File: src/rtl/cpu_sequencer_if.sv
// Bus bundle between the sequencer and its surroundings:
// instruction/data memory handshakes, ALU controls and status.
interface cpu_sequencer_if;
  logic [15:0] i_imem_data;
  logic        i_imem_ready;
  logic [7:0]  i_dmem_rdata;
  logic        i_dmem_ready;
  logic [7:0]  i_alu_result;
  logic        i_alu_flag;
  logic        i_alu_mem_write;
  logic        i_alu_mem_read;
  logic        i_alu_reg_write;
  logic        i_alu_hlt;
  logic        i_alu_branch_taken;
  logic        i_alu_jmp;
  logic        o_imem_req;
  logic [7:0]  o_imem_addr;
  logic [15:0] o_ir;
  logic        o_dmem_req;
  logic        o_dmem_we;
  logic [7:0]  o_dmem_addr;
  logic        o_rf_we;
  logic [1:0]  o_rf_waddr;
  logic [7:0]  o_rf_wdata;
  logic        o_flag;
  logic [2:0]  o_state;
  logic        o_halted;
  logic [15:0] o_retired;

  modport master (
    input  i_imem_data, i_imem_ready,
    input  i_dmem_rdata, i_dmem_ready,
    input  i_alu_result, i_alu_flag,
    input  i_alu_mem_write, i_alu_mem_read,
    input  i_alu_reg_write, i_alu_hlt,
    input  i_alu_branch_taken, i_alu_jmp,
    output o_imem_req, o_imem_addr, o_ir,
    output o_dmem_req, o_dmem_we, o_dmem_addr,
    output o_rf_we, o_rf_waddr, o_rf_wdata,
    output o_flag, o_state, o_halted, o_retired
  );

  modport slave (
    output i_imem_data, i_imem_ready,
    output i_dmem_rdata, i_dmem_ready,
    output i_alu_result, i_alu_flag,
    output i_alu_mem_write, i_alu_mem_read,
    output i_alu_reg_write, i_alu_hlt,
    output i_alu_branch_taken, i_alu_jmp,
    input  o_imem_req, o_imem_addr, o_ir,
    input  o_dmem_req, o_dmem_we, o_dmem_addr,
    input  o_rf_we, o_rf_waddr, o_rf_wdata,
    input  o_flag, o_state, o_halted, o_retired
  );
endinterface

File: src/rtl/cpu_sequencer.sv
// Multi-cycle control sequencer: owns pc/ir and steps each
// instruction through fetch, decode, execute, mem, writeback.
module cpu_sequencer (
  input logic             i_clk,
  input logic             i_rst,
  cpu_sequencer_if.master bus
);

  localparam logic [2:0] S_FETCH     = 3'd0;
  localparam logic [2:0] S_DECODE    = 3'd1;
  localparam logic [2:0] S_EXECUTE   = 3'd2;
  localparam logic [2:0] S_MEM       = 3'd3;
  localparam logic [2:0] S_WRITEBACK = 3'd4;
  localparam logic [2:0] S_HALT      = 3'd5;

  logic [2:0]  state_q;
  logic [2:0]  state_d;
  logic [7:0]  pc_q;
  logic [7:0]  pc_d;
  logic [15:0] ir_q;
  logic [7:0]  alu_q;
  logic [7:0]  mdr_q;
  logic        is_load_q;
  logic        is_store_q;
  logic        flag_q;
  logic [15:0] retired;
  logic        retire;
  logic        flag_op;

  always_ff @(posedge i_clk) begin
    if (i_rst) state_q <= S_FETCH;
    else       state_q <= state_d;
  end

  always_comb begin
    state_d = S_FETCH;
    pc_d    = pc_q;
    case (state_q)
      S_FETCH:
        state_d = bus.i_imem_ready ? S_DECODE : S_FETCH;
      S_DECODE:
        state_d = S_EXECUTE;
      S_EXECUTE: begin
        if (bus.i_alu_hlt) begin
          state_d = S_HALT;
        end else if (bus.i_alu_jmp) begin
          pc_d    = bus.i_alu_result;
          state_d = S_FETCH;
        end else if (bus.i_alu_branch_taken) begin
          pc_d    = bus.i_alu_result;
          state_d = S_FETCH;
        end else if (bus.i_alu_mem_read
                     || bus.i_alu_mem_write) begin
          state_d = S_MEM;
        end else if (bus.i_alu_reg_write) begin
          state_d = S_WRITEBACK;
        end else begin
          pc_d    = pc_q + 8'd1;
          state_d = S_FETCH;
        end
      end
      S_MEM: begin
        if (!bus.i_dmem_ready) begin
          state_d = S_MEM;
        end else if (is_store_q) begin
          pc_d    = pc_q + 8'd1;
          state_d = S_FETCH;
        end else begin
          state_d = S_WRITEBACK;
        end
      end
      S_WRITEBACK: begin
        pc_d    = pc_q + 8'd1;
        state_d = S_FETCH;
      end
      S_HALT:
        state_d = S_HALT;
      default:
        state_d = S_FETCH;
    endcase
  end

  // An instruction retires when it leaves the pipeline for good.
  assign retire =
    (state_d == S_FETCH && (state_q == S_EXECUTE
      || state_q == S_MEM || state_q == S_WRITEBACK))
    || (state_d == S_HALT && state_q == S_EXECUTE);

  assign flag_op = (ir_q[15:12] == 4'b0001)
                || (ir_q[15:12] == 4'b0010);

  always_ff @(posedge i_clk) begin
    if (i_rst) begin
      pc_q       <= 8'h00;
      ir_q       <= 16'h0000;
      alu_q      <= 8'h00;
      mdr_q      <= 8'h00;
      is_load_q  <= 1'b0;
      is_store_q <= 1'b0;
      flag_q     <= 1'b0;
      retired    <= 16'h0000;
    end else begin
      pc_q <= pc_d;
      if (state_q == S_FETCH && bus.i_imem_ready)
        ir_q <= bus.i_imem_data;
      if (state_q == S_EXECUTE) begin
        alu_q      <= bus.i_alu_result;
        is_load_q  <= bus.i_alu_mem_read;
        is_store_q <= bus.i_alu_mem_write;
        if (flag_op) flag_q <= bus.i_alu_flag;
      end
      if (state_q == S_MEM && bus.i_dmem_ready)
        mdr_q <= bus.i_dmem_rdata;
      if (retire) retired <= retired + 16'd1;
    end
  end

  always_comb begin
    bus.o_imem_req = (state_q == S_FETCH);
    bus.o_dmem_req = (state_q == S_MEM);
    bus.o_rf_we    = (state_q == S_WRITEBACK);
    bus.o_halted   = (state_q == S_HALT);
  end

  assign bus.o_imem_addr = pc_q;
  assign bus.o_ir        = ir_q;
  assign bus.o_dmem_we   = is_store_q;
  assign bus.o_dmem_addr = alu_q;
  assign bus.o_rf_waddr  = ir_q[11:10];
  assign bus.o_rf_wdata  = is_load_q ? mdr_q : alu_q;
  assign bus.o_flag      = flag_q;
  assign bus.o_state     = state_q;
  assign bus.o_retired   = retired;

endmodule

File: src/flat_wrapper.sv
// flat-port wrapper written by rule: the top's interface ports become plain ports
module cpu_sequencer_flat 
  (i_clk, i_rst, bus_i_imem_data, bus_i_imem_ready, bus_i_dmem_rdata, bus_i_dmem_ready, bus_i_alu_result, bus_i_alu_flag, bus_i_alu_mem_write, bus_i_alu_mem_read, bus_i_alu_reg_write, bus_i_alu_hlt, bus_i_alu_branch_taken, bus_i_alu_jmp, bus_o_imem_req, bus_o_imem_addr, bus_o_ir, bus_o_dmem_req, bus_o_dmem_we, bus_o_dmem_addr, bus_o_rf_we, bus_o_rf_waddr, bus_o_rf_wdata, bus_o_flag, bus_o_state, bus_o_halted, bus_o_retired);
  cpu_sequencer_if bus_i ();
  input logic i_clk;
  input logic i_rst;
  input wire logic [$bits(bus_i.i_imem_data)-1:0] bus_i_imem_data;
  input wire logic [$bits(bus_i.i_imem_ready)-1:0] bus_i_imem_ready;
  input wire logic [$bits(bus_i.i_dmem_rdata)-1:0] bus_i_dmem_rdata;
  input wire logic [$bits(bus_i.i_dmem_ready)-1:0] bus_i_dmem_ready;
  input wire logic [$bits(bus_i.i_alu_result)-1:0] bus_i_alu_result;
  input wire logic [$bits(bus_i.i_alu_flag)-1:0] bus_i_alu_flag;
  input wire logic [$bits(bus_i.i_alu_mem_write)-1:0] bus_i_alu_mem_write;
  input wire logic [$bits(bus_i.i_alu_mem_read)-1:0] bus_i_alu_mem_read;
  input wire logic [$bits(bus_i.i_alu_reg_write)-1:0] bus_i_alu_reg_write;
  input wire logic [$bits(bus_i.i_alu_hlt)-1:0] bus_i_alu_hlt;
  input wire logic [$bits(bus_i.i_alu_branch_taken)-1:0] bus_i_alu_branch_taken;
  input wire logic [$bits(bus_i.i_alu_jmp)-1:0] bus_i_alu_jmp;
  output wire logic [$bits(bus_i.o_imem_req)-1:0] bus_o_imem_req;
  output wire logic [$bits(bus_i.o_imem_addr)-1:0] bus_o_imem_addr;
  output wire logic [$bits(bus_i.o_ir)-1:0] bus_o_ir;
  output wire logic [$bits(bus_i.o_dmem_req)-1:0] bus_o_dmem_req;
  output wire logic [$bits(bus_i.o_dmem_we)-1:0] bus_o_dmem_we;
  output wire logic [$bits(bus_i.o_dmem_addr)-1:0] bus_o_dmem_addr;
  output wire logic [$bits(bus_i.o_rf_we)-1:0] bus_o_rf_we;
  output wire logic [$bits(bus_i.o_rf_waddr)-1:0] bus_o_rf_waddr;
  output wire logic [$bits(bus_i.o_rf_wdata)-1:0] bus_o_rf_wdata;
  output wire logic [$bits(bus_i.o_flag)-1:0] bus_o_flag;
  output wire logic [$bits(bus_i.o_state)-1:0] bus_o_state;
  output wire logic [$bits(bus_i.o_halted)-1:0] bus_o_halted;
  output wire logic [$bits(bus_i.o_retired)-1:0] bus_o_retired;
  assign bus_i.i_imem_data = bus_i_imem_data;
  assign bus_i.i_imem_ready = bus_i_imem_ready;
  assign bus_i.i_dmem_rdata = bus_i_dmem_rdata;
  assign bus_i.i_dmem_ready = bus_i_dmem_ready;
  assign bus_i.i_alu_result = bus_i_alu_result;
  assign bus_i.i_alu_flag = bus_i_alu_flag;
  assign bus_i.i_alu_mem_write = bus_i_alu_mem_write;
  assign bus_i.i_alu_mem_read = bus_i_alu_mem_read;
  assign bus_i.i_alu_reg_write = bus_i_alu_reg_write;
  assign bus_i.i_alu_hlt = bus_i_alu_hlt;
  assign bus_i.i_alu_branch_taken = bus_i_alu_branch_taken;
  assign bus_i.i_alu_jmp = bus_i_alu_jmp;
  assign bus_o_imem_req = bus_i.o_imem_req;
  assign bus_o_imem_addr = bus_i.o_imem_addr;
  assign bus_o_ir = bus_i.o_ir;
  assign bus_o_dmem_req = bus_i.o_dmem_req;
  assign bus_o_dmem_we = bus_i.o_dmem_we;
  assign bus_o_dmem_addr = bus_i.o_dmem_addr;
  assign bus_o_rf_we = bus_i.o_rf_we;
  assign bus_o_rf_waddr = bus_i.o_rf_waddr;
  assign bus_o_rf_wdata = bus_i.o_rf_wdata;
  assign bus_o_flag = bus_i.o_flag;
  assign bus_o_state = bus_i.o_state;
  assign bus_o_halted = bus_i.o_halted;
  assign bus_o_retired = bus_i.o_retired;
  cpu_sequencer u_core (.i_clk(i_clk), .i_rst(i_rst), .bus(bus_i));
endmodule
File: config.mk
export PLATFORM = sky130hd
export DESIGN_NAME = cpu_sequencer_flat
export DESIGN_NICKNAME = d
export VERILOG_FILES = /design/src/rtl/cpu_sequencer_if.sv /design/src/rtl/cpu_sequencer.sv /design/src/flat_wrapper.sv
export SDC_FILE = /design/constraint.sdc
export NUM_CORES = 1
export LEC_CHECK = 0
export CAP_MARGIN = 20
export CORE_MARGIN = 2
export CORE_UTILIZATION = 44
export CTS_CLUSTER_DIAMETER = 150
export DETAILED_ROUTE_END_ITERATION = 8
export PLACE_DENSITY = 0.88
export SLEW_MARGIN = 20
export SYNTH_ARGS = -nofsm -noshare
export SYNTH_HDL_FRONTEND = slang
export SYNTH_SLANG_ARGS = --single-unit
File: constraint.sdc
create_clock -name i_clk -period 2.4 [get_ports i_clk]
set_clock_uncertainty 0.15 [all_clocks]
set_input_delay 0.48 -clock i_clk [delete_from_list [all_inputs] [get_ports i_clk]]
set_output_delay 0.48 -clock i_clk [all_outputs]
set_load 0.02 [all_outputs]
== After elaboration in Yosys (flattened, before gate mapping) ==
Cells that the tools add are included.
W data, S select, Z words.
Cells by class
  reduce and logical (&&, ||, !) cells: 14
  mux-type cells: 18
  add/subtract/negate cells: 2
  equality and inequality tests: 13
Operators with widths (count)
  $mux W8: 8
  $pmux W8 S3: 1
  $mux W3: 7
  $add A16 B1 Y16 const B: 1
  $pmux W3 S5: 1
  $eq A3 B3 Y1 const B: 3
  $add A8 B1 Y8 const B: 1
  $ne A4 B4 Y1 const B: 2
  $eq A3 B2 Y1 const B: 2
  $logic_not A3 Y1: 2
  $reduce_and A6 Y1: 1
  $logic_or A1 B1 Y1: 5
  $eq A4 B1 Y1 const B: 1
  $eq A4 B2 Y1 const B: 1
  $logic_and A1 B1 Y1: 4
  $ne A2 B2 Y1 const B: 2
  $eq A3 B1 Y1 const B: 1
  $reduce_bool A3 Y1: 1
  $ne A2 B1 Y1 const B: 1
  $reduce_and A2 Y1: 1
  $mux W1: 1
Storage, ports and cells
  register bits after elaboration: 62
  input bits: 43
  word-level logic and storage cells: 56
  output and inout port bits: 67

== Logic depth before layout (Yosys ltp) ==
Gate-level depths: netlist of the first run.
  depth after elaboration: 9
  mapped depth: 10
  mapped depth without buffers: 7

== Least setup slack after synthesis of the first run ==
OpenSTA, ideal clock, no wires.
  kind: register to register
  from: register u_core.state_q[2] (netlist: u_core.bus.o_state[2])
  to: register u_core.retired[15] (netlist: u_core.bus.o_retired[15])
  data required time: 2180 ps
  data arrival time: 2037 ps
  buffers on the path: 1
  setup time: 70 ps
  clock period less this slack: 2257 ps
  stages on the path, launching flop included: 7
  path slack: 143 ps
  path through: dfxtp_1 > buf_4 > nor3b_4 > a21oi_2 > or4_1 > or3_1 > a21oi_1
Between the ends
  elaborated cells on any way between the ends: 14
  classes of those cells: eq/ne (6); mux (1); reduce/logical (7)
RTL lines
  from (decl): line cpu_sequencer.sv:16  | logic [2:0] state_q;
  from (signal assigned): line cpu_sequencer.sv:32  | else state_q <= state_d;
  $eq A3 B3 Y1
  via bus_o_rf_we: line flat_wrapper.sv:25  | output wire logic [$bits(bus_i.o_rf_we)-1:0] bus_o_rf_we;
  $logic_or A1 B1 Y1: line cpu_sequencer.sv:86  | || state_q == S_MEM || state_q == S_WRITEBACK))
  $logic_and A1 B1 Y1: line cpu_sequencer.sv:85  | (state_d == S_FETCH && (state_q == S_EXECUTE
  $logic_or A1 B1 Y1: line cpu_sequencer.sv:87  | || (state_d == S_HALT && state_q == S_EXECUTE);
  to (signal assigned): line cpu_sequencer.sv:114  | if (retire) retired <= retired + 16'd1;
  to (decl): line cpu_sequencer.sv:26  | logic [15:0] retired;
The timed path passes the listed nets, and every way through them passes these cells.
A chain may end at the register's enable or synchronous reset.

== Worst setup path after layout of the first run ==
  from: register u_core.is_load_q
  to: output bus_o_rf_wdata[7]
Between the ends
  cells in the longest elaborated chain, start to end: 1
RTL lines
  from (decl): line cpu_sequencer.sv:23  | logic is_load_q;
  from (signal assigned): line cpu_sequencer.sv:108  | is_load_q <= bus.i_alu_mem_read;
  $mux W8: line cpu_sequencer.sv:130  | assign bus.o_rf_wdata = is_load_q ? mdr_q : alu_q;
  to (decl): line flat_wrapper.sv:27  | output wire logic [$bits(bus_i.o_rf_wdata)-1:0] bus_o_rf_wdata;
No other way between the ends.

==> metrics.csv, run 1 <==
stage,metric,value,unit
run_status,status,finished clean,
cts,clk_latency,0.33,ns
drt,wl_per_cell,14.3,µm
worst_hold_path,hold_start,u_core.bus.o_ir[0]$_SDFFE_PP0N_,
cts,postCtsSetupBuffers,0,
pwr,power,2690,µW
synthesis,synth_top_family_by_area,simple AND/OR/NAND/NOR gates,
global_route,grt_pass1_vias,2776,
finish,register_area,1250,µm²
drt,ant_nets,0,
synthesis,synth_cell_types,51,
global_route,grt_max_degree,39,
critical_path,end_kind,output port,
pwr,p_sw,661,µW
pwr,combPwrFrac,15.9,%
critical_path,cp-start-kind,flop,
synthesis,synth.most_common_cell,nand2_1,
floorplanning,dieHeight,85.0,µm
global_route,grt-ovfl-total,0,
critical_path,path_class,reg2out,
drt,firstDrtPassIters,5,
drt,via_per_inst,5.32,
sta,holdWs,0.306,ns
critical_path,cp-startpoint,u_core.is_load_q$_SDFFE_PP0P_,
synthesis,synth_top_area_share,43.0,%
floorplanning,chipWidth,85.0,µm
drt,vias,2958,
finish,multi_input_area,1510,µm²
pwr,clock_power_share,43.0,%
place,place_hpwl,5860,µm
place,pre_cts_slack,-0.180,ns
global_route,track_usage,22.4,%
critical_path,crit_path_top_delay_cell,clkdlybuf4s50_1,
synthesis,synth_common_cells,"nand2_1 (86), dfxtp_1 (62), a21oi_1 (46)",
drt,drc_errors,0,
synthesis,ys_ff_latch,62,
finish,fin_nets,519,
sta,slew_viol_final,0,
pwr,ir_worst_vdd,0.592,mV
synthesis,synthSimpleGateAreaFrac,27.6,%
synthesis,synth_top_area_cell,dfxtp_1,
sta,min_period,2.28,ns
floorplanning,start_util,45.4,%
synthesis,synth_edf_count,0,
synthesis,syn-instance-count,359,
synthesis,synth_fa_ha_area_share,0.867,%
cts,clk_pin_slew,0.07,ns
drt,finalWirelength,7930,µm
critical_path,cp_cell_sequence,mux2_2 -> clkdlybuf4s50_1,
cts,cts_max_level,3,
place,gp_congestion,0.843,
synthesis,synth_warnings,0,
sta,fin_ws,0.118,ns
global_route,grt_pass1_wl,13200,µm
finish,fillers,512,
cts,cts_tree,built,
sta,min_period_over_period,95.1,%
synthesis,synth_fp_nets,404,
finish,syn2layout_area_growth,51.3,%
pwr,power_density,617,nW/µm²
synthesis,syn-mean-instance-area,8.04,µm²
cts,ctsHoldBuffers,0,
drt,first_iter_violations,149,
sta,finalSetupTns,0,ns
floorplanning,io-pin-count,110,
critical_path,worstPathArrival,1.65,ns
finish,antenna_cells,0,
sta,slew_headroom,62.8,%
critical_path,cp.required,1.77,ns
floorplanning,dieArea,7220,µm²
global_route,antenna_found_initial,0,
finish,layout-drive-gt1-share,11.5,%
synthesis,synth-xor-area-share,3.34,%
sta,clock.fmax,0.438,GHz
synthesis,netlist_area,2890,µm²
pwr,switching_share,24.6,%
cts,cts.sinks,62,
synthesis,synth_flop_cell,dfxtp_1,
worst_hold_path,hp-class,reg2reg,
synthesis,synth_area_leaders,"dfxtp_1 (43%), nand2_1 (11%), a21oi_1 (8.0%)",
sta,setup_viol,0,
sta,tightest_slew,0.558,ns
cts,clk_path_buf_depth,2,
synthesis,synth_compound_area_share,15.9,%
sta,hold_viol_final,0,
synthesis,ys_async_sr_fraction,0,%
place,io_buffers,109,
synthesis,synth_seq_area_share,43.0,%
critical_path,reg2reg_from,u_core.bus.o_state[2]$_SDFF_PP0_,
critical_path,slowest_delay,0.54,ns
cts,cts_root_buffer,clkbuf_8,
pwr,p_int,2030,µW
sta,rsz0062_at_grt,false,
synthesis,muxShareOfSynthArea,4.21,%
pwr,p_leak,0.00158,µW
flow_run,maxCapViolCount,0,
cts,cts_resized,6,
pwr,power_frac_seq,41.1,%
finish,fin_util,68.7,%
critical_path,crit_fanout,9,
floorplanning,rows,29,
cts,cts_buffers,9,
floorplanning,core,6350,µm²
==> area by class of cell <==
cell class | count | share of cell area, %
clock inverters | 5 | 2.41
clock buffers | 11 | 3.47
flip-flops and latches | 62 | 28.5
repair buffers | 127 | 28.2
well taps | 77 | 2.21
inverters | 8 | 0.688
multi-input cells | 266 | 34.5
==> flip-flops by register name (all words and copies together) (netlist names) <==
| name | cells |
|---|---|
| u_core.bus.o_ir | 16 |
| u_core.bus.o_retired | 16 |
| u_core.bus.o_dmem_addr | 8 |
| u_core.bus.o_imem_addr | 8 |
| u_core.mdr_q | 8 |
| u_core.bus.o_state | 3 |
| u_core.bus.o_dmem_we | 1 |
| u_core.bus.o_flag | 1 |
| u_core.is_load_q | 1 |
==> power groups by stage <==
stage	Sequential (µW)	Combinational [µW]	Clock, µW
floorplan	1160	180	0
global placement	1130	420	0
detailed placement	1130	429	0
CTS	1110	432	1180
global route	1110	463	1230
finish	1110	429	1160
==> cell usage in the layout (no fill, tap or decap), types with 8 or more instances in the layout <==
master,netlist,layout
mux2_2,8,8
nor2_1,23,23
clkbuf_8,0,11
xnor2_1,11,11
buf_4,3,17
nand3_1,9,9
nand2_1,86,86
clkdlybuf4s50_1,0,105
a21o_1,8,8
dfxtp_1,62,60
a21oi_1,46,46
==> metal layers <==
layer	track usage (%)	wire (µm)	vias to the layer above
met5	0	0	-
met4	4.76	65	0
met3	7.10	548	8
met2	36.7	3880	114
met1	29.2	3440	1380
li1	-	-	1456
==> final timing paths <==
| path | endpoint | slack, ns | depth (start not counted) |
|---|---|---|---|
| max | bus_o_rf_wdata[7] | 0.12 | 2 |
| min | u_core.bus.o_ir[0]$_SDFFE_PP0N_ | 0.31 | 2 |
| max reg2reg | u_core.bus.o_imem_addr[1]$_SDFFE_PP0P_ | 0.27 | 8 |
| min reg2reg | u_core.bus.o_ir[0]$_SDFFE_PP0N_ | 0.31 | 2 |
==> stage by stage <==
stage | std cells | instance area [µm²]
floorplan | 359 | 2890
global placement | 540 | 4100
detailed placement | 540 | 4100
CTS | 556 | 4360
global route | 556 | 4370
finish | 556 | 4370
==> worst max-delay path, delay by kind of cell (launching register included) <==
| family | cells | cell delay (ns) |
|---|---|---|
| flip-flops | 1 | 0.42 |
| buffers and inverters | 1 | 0.54 |
| multiplexers | 1 | 0.36 |
==> kinds of logic after synthesis <==
family	count (synthesis)
AND/OR/NAND/NOR	164
flip-flops	62
adder cells (fa/ha/maj)	2
AO/OA/AOI/OAI	78
buffers and inverters	31
XOR/XNOR	11
multiplexers	11
Power figures use the tool's default switching activity.
==> run 2: changes to the inputs <==
--- a/config.mk
+++ b/config.mk
@@ -11,6 +11,7 @@
 export CTS_CLUSTER_DIAMETER = 150
 export DETAILED_ROUTE_END_ITERATION = 8
 export PLACE_DENSITY = 0.88
+export RECOVER_POWER = 100
 export SLEW_MARGIN = 20
 export SYNTH_ARGS = -nofsm -noshare
 export SYNTH_HDL_FRONTEND = slang
==> constraint.sdc (replaced) <==
create_clock -name i_clk -period 2.5 [get_ports i_clk]
set_clock_uncertainty 0.15 [all_clocks]
set_input_delay 0.5 -clock i_clk [delete_from_list [all_inputs] [get_ports i_clk]]
set_output_delay 0.5 -clock i_clk [all_outputs]
set_load 0.02 [all_outputs]
==> metrics.csv, run 2 (synthesized netlist as in run 1, its figures left out) <==
stage,metric,value,unit
run_status,status,finished clean,
cts,postCtsSetupBuffers,0,
finish,syn2layout_area_growth,47.7,%
global_route,grt_pass1_vias,2770,
critical_path,r2r_end,u_core.bus.o_retired[9]$_SDFFE_PP0P_,
pwr,ir_worst_vdd,0.490,mV
critical_path,cp-startpoint,u_core.is_load_q$_SDFFE_PP0P_,
cts,cts_root_buffer,clkbuf_8,
critical_path,cp.required,1.85,ns
sta,min_period_over_period,97.6,%
finish,layout_common_cells,"nand2_1 (86), dfxtp_1 (60), dlygate4sd3_1 (56)",
sta,clock.fmax,0.410,GHz
critical_path,end_kind,output port,
critical_path,crit_path_top_delay_cell,dlygate4sd3_1,
drt,wl_per_cell,14.0,µm
cts,clk_path_buf_depth,2,
critical_path,reg2reg_from,u_core.bus.o_state[2]$_SDFF_PP0_,
place,io_buffers,109,
worst_hold_path,hp-class,reg2reg,
cts,cts.sinks,62,
worst_hold_path,min_to,u_core.bus.o_ir[6]$_SDFFE_PP0N_,
floorplanning,dieArea,7220,µm²
flow_run,maxCapViolCount,0,
sta,setup_viol,0,
sta,tightest_slew,0.760,ns
drt,finalWirelength,7770,µm
sta,hold_viol_final,0,
floorplanning,rows,29,
critical_path,rrSetupSlack,0.20,ns
drt,firstDrtPassIters,5,
critical_path,worst-path-buf-inv,1,
finish,fin_nets,516,
sta,holdWs,0.307,ns
critical_path,path_delay_family,buffers and inverters,
critical_path,crit_fanout,9,
sta,slew_headroom,49.3,%
global_route,grt-ovfl-total,0,
finish,final_area,4260,µm²
place,pre_cts_slack,-0.121,ns
cts,clk_pin_slew,0.06,ns
place,place_hpwl,5640,µm
place,placed_cells,537,
global_route,antenna_found_initial,0,
floorplanning,chipWidth,85.0,µm
cts,cts_max_level,3,
finish,antenna_cells,0,
sta,slew_viol_final,0,
floorplanning,dieHeight,85.0,µm
sta,fin_ws,0.0594,ns
sta,min_period,2.44,ns
finish,layout.cells.non_filler,553,
drt,ant_nets,0,
worst_hold_path,holdPathStages,2,
critical_path,slowest_delay,0.65,ns
drt,via_per_inst,5.31,
sta,rsz0062_at_grt,false,
critical_path,cp_cell_sequence,mux2_2 -> dlygate4sd3_1,
floorplanning,core,6350,µm²
pwr,power_density,554,nW/µm²
worst_hold_path,hold_start,u_core.bus.o_ir[6]$_SDFFE_PP0N_,
drt,vias,2936,
global_route,grt_pass1_wl,12900,µm
global_route,track_usage,22.2,%
floorplanning,io-pin-count,110,
critical_path,cp-start-kind,flop,
critical_path,path_class,reg2out,
finish,final_common_cell,nand2_1,
cts,clk_latency,0.34,ns
cts,cts_buffers,9,
finish,layout-drive-gt1-share,9.66,%
place,post_dp_cell_area,4090,µm²
cts,cts_tree,built,
drt,first_iter_violations,122,
pwr,p_leak,0.00170,µW
place,gp_congestion,0.832,
floorplanning,start_util,45.4,%
critical_path,r2r_cells,7,
drt,drc_errors,0,
global_route,grt_max_degree,34,
critical_path,worstPathArrival,1.79,ns
[run 2: cell count changes in the layout (fill, tap and decap cells not counted), moves of 2 or more]
cell | before | now
buf_4 | 17 | 8
bufinv_16 | 3 | 1
clkbuf_1 | 0 | 4
clkbuf_2 | 0 | 2
clkdlybuf4s50_1 | 105 | 49
dlygate4sd2_1 | 3 | 1
dlygate4sd3_1 | 0 | 56
nor3_1 | 6 | 8
nor3_2 | 3 | 1
[run 2: layer usage]
metal	track usage, %	wire length (µm)	share of wire, %
met5	0	0	0
met2	37.1	3760	48
met3	7.00	544	7.0
met4	6.20	17	0.22
met1	27.7	3450	44
[run 2: repair_timing]
action | 4_1_cts | 5_1_grt
hold buffers | 0 | 0
setup endpoints to repair | 3 | 3
resized for setup | 3 | 3
[run 2: power breakdown]
group / leakage, µW / switching (µW) / internal [µW] / total (µW)
Combinational: 0.00110 / 202 / 187 / 388
Clock: 0.0000976 / 401 / 512 / 913
Sequential: 0.000504 / 33.7 / 1020 / 1060
[run 2: per-stage QoR]
step           setup TNS, ns  power, µW  util, %
2_1_floorplan              0       1290        -
3_3_place_gp         -0.0428       1480     64.5
3_5_place_dp          -0.121       1490     64.5
4_1_cts                    0       2400     67.8
5_1_grt                    0       2460     67.1
6_report                   0       2360     67.1
[run 2: final cells by class]
type | instances | area [µm²]
multi-input combinational | 266 | 1480
fill | 511 | 2090
inverter | 8 | 30.0
clock buffer | 11 | 151
timing repair buffer | 124 | 1200
sequential | 62 | 1240
tap | 77 | 96.3
clock inverter | 5 | 57.6
[run 2: worst min-delay path, stage by stage, from the launching register on]
cell and delay (ns):
dfxtp_1 0.31, nand2_1 0.05, a21oi_1 0.06
[run 2: worst max-delay path by stage]
stage | depth (start not counted) | slack, ns | to
final | 2 | 0.06 | bus_o_rf_wdata[6]
after global routing | 2 | 0.008 | bus_o_rf_wdata[6]
after CTS | 3 | 0.007 | bus_o_imem_req
after detailed placement | 6 | -0.12 | u_core.bus.o_retired[15]$_SDFFE_PP0P_
after global placement | 6 | -0.04 | u_core.bus.o_retired[15]$_SDFFE_PP0P_
after floorplan | 6 | 0.24 | u_core.bus.o_retired[15]$_SDFFE_PP0P_
==> run 3: changes to the inputs <==
==> constraint.sdc (replaced) <==
create_clock -name i_clk -period 2.4 [get_ports i_clk]
set_clock_uncertainty 0.15 [all_clocks]
set_input_delay 0.48 -clock i_clk [delete_from_list [all_inputs] [get_ports i_clk]]
set_output_delay 0.48 -clock i_clk [all_outputs]
set_load 0.02 [all_outputs]
==> metrics.csv, run 3 (synthesized netlist as in run 1, its figures left out) <==
stage,metric,value,unit
floorplanning,start_util,45.4,%
cts,cts_tree,built,
cts,clk_latency,0.33,ns
global_route,track_usage,22.4,%
critical_path,crit_fanout,9,
global_route,grt_pass1_wl,13200,µm
cts,clk_pin_slew,0.07,ns
global_route,grt_pass1_vias,2776,
critical_path,worstPathArrival,1.65,ns
pwr,power_density,616,nW/µm²
place,place_hpwl,5860,µm
global_route,grt_max_degree,39,
drt,vias,2956,
cts,cts.sinks,62,
worst_hold_path,hold_start,u_core.bus.o_ir[0]$_SDFFE_PP0N_,
floorplanning,chipWidth,85.0,µm
drt,first_iter_violations,161,
finish,fillers,518,
floorplanning,dieHeight,85.0,µm
place,io_buffers,109,
critical_path,reg2reg_from,u_core.bus.o_state[2]$_SDFF_PP0_,
finish,final_common_cell,nand2_1,
sta,min_period_over_period,94.8,%
critical_path,cp-startpoint,u_core.is_load_q$_SDFFE_PP0P_,
global_route,antenna_found_initial,0,
finish,layout-drive-gt1-share,10.6,%
critical_path,end_kind,output port,
floorplanning,rows,29,
cts,cts_root_buffer,clkbuf_8,
drt,finalWirelength,7940,µm
pwr,power,2670,µW
floorplanning,io-pin-count,110,
critical_path,cp-start-kind,flop,
critical_path,cp.required,1.77,ns
critical_path,path_class,reg2out,
worst_hold_path,hp-class,reg2reg,
floorplanning,dieArea,7220,µm²
global_route,grt-ovfl-total,0,
cts,clk_path_buf_depth,2,
sta,rsz0062_at_grt,false,
pwr,p_leak,0.00175,µW
floorplanning,core,6350,µm²
drt,wl_per_cell,14.3,µm
cts,cts_max_level,3,
sta,setup_viol,0,
finish,layout_common_cells,"nand2_1 (86), dfxtp_1 (60), dlygate4sd3_1 (55)",
drt,via_per_inst,5.32,
sta,min_period,2.28,ns
finish,antenna_cells,0,
sta,finalSetupTns,0,ns
finish,syn2layout_area_growth,50.0,%
sta,tightest_slew,0.792,ns
place,pre_cts_slack,-0.180,ns
pwr,ir_worst_vdd,0.592,mV
cts,cts_buffers,9,
place,gp_congestion,0.843,
drt,ant_nets,0,
sta,clock.fmax,0.439,GHz
run_status,status,finished clean,
flow_run,maxCapViolCount,0,
sta,fin_ws,0.124,ns
drt,drc_errors,0,
sta,slew_headroom,47.2,%
finish,fin_nets,519,
sta,slew_viol_final,0,
cts,postCtsSetupBuffers,0,
drt,firstDrtPassIters,4,
sta,hold_viol_final,0,
## run 3: changes by cell type in the layout (fill, tap and decap cells not counted), sizes merged
cell           before  now
buf                11   14
clkinvlp            3    2
clkinv              1    0
clkbuf             18   16
dlygate4sd3        56   55
clkdlybuf4s50      49   50
dlygate4sd2         1    3
bufinv              1    3
## run 3: cell type report
class | count | area [µm²] | area share (%)
timing repair buffer | 127 | 1220 | 28.2
clock buffer | 11 | 151 | 3.50
multi-input combinational | 266 | 1480 | 34.2
sequential | 62 | 1250 | 28.8
inverter | 8 | 30.0 | 0.694
tap | 77 | 96.3 | 2.23
clock inverter | 5 | 105 | 2.43
## run 3: path summary, 6_finish.rpt
path | to | slack, ns | depth (start not counted)
setup reg to reg | u_core.bus.o_retired[15]$_SDFFE_PP0P_ | 0.20 | 5
hold reg to reg | u_core.bus.o_ir[0]$_SDFFE_PP0N_ | 0.30 | 2
hold / removal | u_core.bus.o_ir[0]$_SDFFE_PP0N_ | 0.30 | 2
setup / recovery | bus_o_rf_wdata[7] | 0.12 | 2
## run 3: per-layer routing
metal | track usage (%) | wire length (µm)
met1 | 29.2 | 3460
met3 | 7.10 | 546
met4 | 4.76 | 19
met2 | 36.7 | 3920
met5 | 0 | 0
## run 3: power by group
| part | internal, µW | switching [µW] |
|---|---|---|
| logic | 198 | 210 |
| registers | 1070 | 35.9 |
| clock network | 747 | 409 |
## run 3: what timing repair did
action,CTS,global route
gates resized for setup,6,1
hold buffers,0,0
cloned,0,0
endpoints found under the setup margin,12,2
## run 3: per-stage QoR
step,instance area [µm²],utilization [%],instances,hold WS [ns]
detailed placement,4100,64.6,540,0.296
CTS,4360,68.7,556,0.306
floorplan,2890,-,359,0.283
finish,4330,68.2,556,0.303
global route,4330,68.2,556,0.328
global placement,4100,64.6,540,0.290
## run 3: critical path: stages (launching register included)
cell,delay (ns)
dfxtp_4,0.42
mux2_2,0.36
clkdlybuf4s50_1,0.54
